### src/rtl/tff_count_pkg.sv
`default_nettype none
// ============================================================================
// Package  : tff_count_pkg
// Brief    : Shared state encoding and direction constants for tff_count_ctrl.
// Revision : 1.0 - initial release
// ============================================================================
package tff_count_pkg;

    typedef enum logic [1:0] {
        IDLE = 2'd0,
        LOAD = 2'd1,
        RUN  = 2'd2,
        DONE = 2'd3
    } state_t;

    localparam logic DIR_UP   = 1'b1;
    localparam logic DIR_DOWN = 1'b0;

endpackage : tff_count_pkg
`default_nettype wire

### src/rtl/tff_cell.sv
`default_nettype none
// ============================================================================
// Module   : tff_cell
// Brief    : Single T flip-flop with asynchronous active-low clear (Q -> 0).
// Revision : 1.0 - initial release
// ============================================================================
module tff_cell (
    input  logic clk,
    input  logic clr_n,
    input  logic t,
    output logic q,
    output logic qn
);

    logic r_q;

    always_ff @(posedge clk or negedge clr_n) begin
        if (!clr_n) begin
            r_q <= 1'b0;
        end else if (t) begin
            r_q <= ~r_q;
        end
    end

    assign q  = r_q;
    assign qn = ~r_q;

endmodule : tff_cell
`default_nettype wire

### src/rtl/tff_count_ctrl.sv
`default_nettype none
// ============================================================================
// Module   : tff_count_ctrl
// Brief    : Sequences a bank of T cells as a loadable up/down counter with a
//            start/done handshake, hold and modulo wrap-around.
// Options  : TFF_COUNT_CTRL_ABORT_EN adds an abort input (LOAD/RUN -> IDLE).
// Revision : 1.0 - initial release
// ============================================================================
module tff_count_ctrl
    import tff_count_pkg::*;
#(
    parameter int WIDTH = 4
) (
    input  logic             clk,
    input  logic             clr_n,
    input  logic             start,
    input  logic             dir,
    input  logic [WIDTH-1:0] load_val,
    input  logic [WIDTH-1:0] term_val,
    input  logic             hold,
`ifdef TFF_COUNT_CTRL_ABORT_EN
    input  logic             abort,
`endif
    output logic [WIDTH-1:0] count,
    output logic             busy,
    output logic             done
);

    state_t           r_state;
    logic             r_start;
    logic             r_dir;
    logic             r_busy;
    logic             r_done;
    logic [WIDTH-1:0] r_load_val;
    logic [WIDTH-1:0] r_term_val;

    logic [WIDTH-1:0] w_t;
    logic [WIDTH-1:0] w_q;
    logic [WIDTH-1:0] w_qn;
    logic [WIDTH-1:0] w_up_en;
    logic [WIDTH-1:0] w_dn_en;
    logic             w_abort;
    logic             w_at_term;

`ifdef TFF_COUNT_CTRL_ABORT_EN
    assign w_abort = abort;
`else
    assign w_abort = 1'b0;
`endif

    assign w_at_term = (w_q == r_term_val);

    // Bit i toggles on a step when all lower bits are 1 (up) or all 0 (down).
    for (genvar gi = 0; gi < WIDTH; gi++) begin : g_bit
        localparam logic [WIDTH-1:0] c_low_mask = ~({WIDTH{1'b1}} << gi);

        assign w_up_en[gi] = &(w_q  | ~c_low_mask);
        assign w_dn_en[gi] = &(w_qn | ~c_low_mask);

        tff_cell u_cell (
            .clk   (clk),
            .clr_n (clr_n),
            .t     (w_t[gi]),
            .q     (w_q[gi]),
            .qn    (w_qn[gi])
        );
    end

    always_comb begin
        w_t = '0;
        if (!w_abort) begin
            case (r_state)
                LOAD: w_t = w_q ^ r_load_val;
                RUN: begin
                    if (!w_at_term && !hold) begin
                        case (r_dir)
                            DIR_UP:   w_t = w_up_en;
                            DIR_DOWN: w_t = w_dn_en;
                            default:  w_t = '0;
                        endcase
                    end
                end
                default: w_t = '0;
            endcase
        end
    end

    // start is captured one edge before IDLE acts on it, which sets the
    // k+1 busy / k+2 count latency; operands are frozen at that capture.
    always_ff @(posedge clk or negedge clr_n) begin
        if (!clr_n) begin
            r_state    <= IDLE;
            r_start    <= 1'b0;
            r_dir      <= 1'b0;
            r_load_val <= '0;
            r_term_val <= '0;
            r_busy     <= 1'b0;
            r_done     <= 1'b0;
        end else begin
            r_start <= 1'b0;
            r_done  <= 1'b0;
            case (r_state)
                IDLE: begin
                    if (r_start) begin
                        r_state <= LOAD;
                        r_busy  <= 1'b1;
                    end else if (start) begin
                        r_start    <= 1'b1;
                        r_dir      <= dir;
                        r_load_val <= load_val;
                        r_term_val <= term_val;
                    end
                end
                LOAD: begin
                    if (w_abort) begin
                        r_state <= IDLE;
                        r_busy  <= 1'b0;
                    end else begin
                        r_state <= RUN;
                    end
                end
                RUN: begin
                    if (w_abort) begin
                        r_state <= IDLE;
                        r_busy  <= 1'b0;
                    end else if (w_at_term) begin
                        r_state <= DONE;
                        r_done  <= 1'b1;
                    end
                end
                DONE: begin
                    r_state <= IDLE;
                    r_busy  <= 1'b0;
                end
                default: begin
                    r_state <= IDLE;
                    r_busy  <= 1'b0;
                end
            endcase
        end
    end

    assign count = w_q;
    assign busy  = r_busy;
    assign done  = r_done;

endmodule : tff_count_ctrl
`default_nettype wire

### config.mk
export PLATFORM = sky130hd
export DESIGN_NAME = tff_count_ctrl
export DESIGN_NICKNAME = d
export VERILOG_FILES = /design/src/rtl/tff_count_pkg.sv /design/src/rtl/tff_cell.sv /design/src/rtl/tff_count_ctrl.sv
export SDC_FILE = /design/constraint.sdc
export NUM_CORES = 1
export LEC_CHECK = 0
export CORE_MARGIN = 2
export CORE_UTILIZATION = 27
export CTS_BUF_LIST = sky130_fd_sc_hd__clkbuf_4
export DETAILED_ROUTE_END_ITERATION = 12
export GPL_ROUTABILITY_DRIVEN = 0
export PLACE_DENSITY = 0.55
export SYNTH_ARGS = -nofsm -noshare
export SYNTH_HDL_FRONTEND = slang
export SYNTH_SLANG_ARGS = --single-unit
### constraint.sdc
create_clock -name clk -period 5.9 [get_ports clk]
set_clock_uncertainty 0.1 [all_clocks]
set_input_delay 0.59 -clock clk [delete_from_list [all_inputs] [get_ports clk]]
set_output_delay 0.59 -clock clk [all_outputs]
set_load 0.02 [all_outputs]
==> summary.txt <==
Largest net degree at the start of global routing: 19
Grt ovf: 0
Mapped Avg Cell Area: 11.27 um2
R2r worst-path depth: 4
R2R setup slack: 3.90 ns
Ys Warns: 0
CTS Hold Buffers Added: 0
Routed Antenna Nets: 0
Min-Delay Path Class: reg2reg
CP startpoint: g_bit[0].u_cell.q
Peak per-stage delay on the critical path: 0.67 ns
Highest Clock Rate: 0.4642 GHz
FF-to-FF Start: g_bit[2].u_cell.q
Residual DRC: 0
Initial DRC count: 12
IO buf count: 18
Share of layout cells above drive strength 1: 0.1553
Layout Cells excl Fill: 151
Clk buf depth: 2
Worst hold margin: 0.4198 ns
Area Overhead vs Synth: 21.82%
Gr usage total: 0.09585
Post-DP HPWL: 1412 um
First-pass GRT wire length: 3084 um
Vias: 672
Seq/Total Area, Yosys: 0.4489
Critical path endpoint category: output port
Pwr/cell area: 526.0 nW/um2
Maxcap violations: 0
Prevailing post-synth register cell: dfrtp_1
CP Launch Type: flip-flop
Worst-path cell chain: clkdlybuf4s50_1
Nets: 123
Mapped Area: 1003 um2
Ports: 19
WL final: 1824 um
Die X: 64.97 um
Clock sinks: 18
DP Cell Count: 148
Critical Path RT: 5.21 ns
ANT cells: 0
Root buf cell: clkbuf_4
Die ar.: 4220 um2
Crit path time final: 2.154 ns
EDFF count, synth: 0
CTS tree: built
Initial Util: 0.2783
Drt pass-1 iters: 4
Lkg Pwr: 0.4988 nW
Worst skew pair latency: 0.29 ns
Crit path DAT: 1.46 ns
Cell count after synthesis: 89
Initial antenna violation count: 0
Status: completed
FF+latch count, synth: 18
Unique masters post-synth: 31
Crit path depth: 1
Crit path kind: reg2out
Setup_tns: 0 ns
CP delay by family, top: buffers and inverters
Fin crit share: 0.3651
Power, Total: 643.1 uW
Unrepaired setup endpoints after global routing: false
Vias in the first global route: 698
Drt wl/cell: 12.08 um
Final setup vio count: 0
Tightest Pin Transition: 0.7994 ns
Maximum VDD drop: 0.0001079 V
FF-to-FF End: r_state[1]
Max-slew violations: 0
Ys async rst share: 1.000
Crit-path max FO: 9
Row count: 22
Setup bufs post-CTS: 0
Syn_nets: 107
Slew headroom: 0.4654
CP bufs+invs: 1
Clk slew on worst S/H paths: 0.10 ns
Via density: 4.450
Final hold vios: 0
CTS buffer count: 3
# H-tree levels: 1
Setup crit end: count[0]
Core outline area: 3606 um2
Post-CTS sizing: 0
Die height: 64.97 um
Worst path slowest cell: clkdlybuf4s50_1
-- logic make-up after synthesis --
kind of cell | share of synthesized area
flops | 0.4489
buf+inv | 0.05860
simple gates | 0.1945
mux | 0.1122
compound gates | 0.08853
xor+xnor | 0.03491
fa+ha+maj | 0.06234
-- per-layer routing --
metal,global-route usage,wire (um)
met2,0.1546,947
met3,0.01042,43
met1,0.1203,802
met5,0,0
met4,0.06383,31
-- placed cells by master (no fill, tap or decap), types with 2 or more instances in the layout --
cell type and instances:
dfrtp_1 18, xor2_1 4, o22ai_1 2, clkdlybuf4s50_1 18
or4b_1 3, nor2b_1 5, and3_1 2, a21oi_1 2
mux2_2 9, nor2_1 5, ha_1 5, nand3_1 2
nand4_1 3, inv_1 4, nand2b_1 4, clkbuf_4 3
-- layout make-up --
| type | count | area (um2) |
|---|---|---|
| inverters | 4 | 15.01 |
| clock buffers | 3 | 22.52 |
| well taps | 48 | 60.06 |
| repair buffers | 18 | 180.2 |
| multi-input cells | 60 | 494.2 |
| flip-flops and latches | 18 | 450.4 |
| fillers | 371 | 2384 |
-- power by group --
group | switching, mW | internal [mW] | total, mW | leakage (nW)
registers | 0.0567 | 0.182 | 0.239 | 0.210
logic | 0.174 | 0.169 | 0.344 | 0.275
clock network | 0.0364 | 0.0237 | 0.0601 | 0.0138
total | 0.268 | 0.376 | 0.643 | 0.499
-- registers in the layout (all words and copies together), names as in the netlist --
register / count
r_dir: 1
r_start: 1
r_state: 2
r_term_val: 4
r_load_val: 4
done: 1
g_bit.u_cell.q: 4
busy: 1
-- worst min path at each step --
stage	from	end	slack (ns)	cells after the start
after floorplan	clr_n	busy	0.19	0
after global placement	r_load_val[2]	r_load_val[2]	0.39	1
after detailed placement	r_load_val[2]	r_load_val[2]	0.40	1
after CTS	r_load_val[2]	r_load_val[2]	0.43	1
after global routing	r_load_val[3]	r_load_val[3]	0.44	1
final	r_load_val[0]	r_load_val[0]	0.42	1
-- metrics by stage --
step | util | area (um2) | setup slack (ns)
2_1_floorplan | - | 1003 | 4.008
3_3_place_gp | 0.3328 | 1200 | 3.766
3_5_place_dp | 0.3328 | 1200 | 3.732
4_1_cts | 0.3390 | 1222 | 3.729
5_1_grt | 0.3390 | 1222 | 3.683
6_report | 0.3390 | 1222 | 3.746
-- Yosys cell counts, drive strengths merged, types with 2 or more instances --
cell type  instances  area share
a21oi              3       0.019
ha                 5       0.062
nand2b             4       0.025
or4b               3       0.030
xor2               4       0.035
nor2               5       0.019
nand3              2       0.010
o22ai              2       0.012
nor2b              5       0.031
nand4              3       0.019
inv                4       0.015
mux2              10        0.11
and3               2       0.012
dfrtp             18        0.45
buf                6       0.040
No activity file was read; power rests on OpenSTA's default activity.
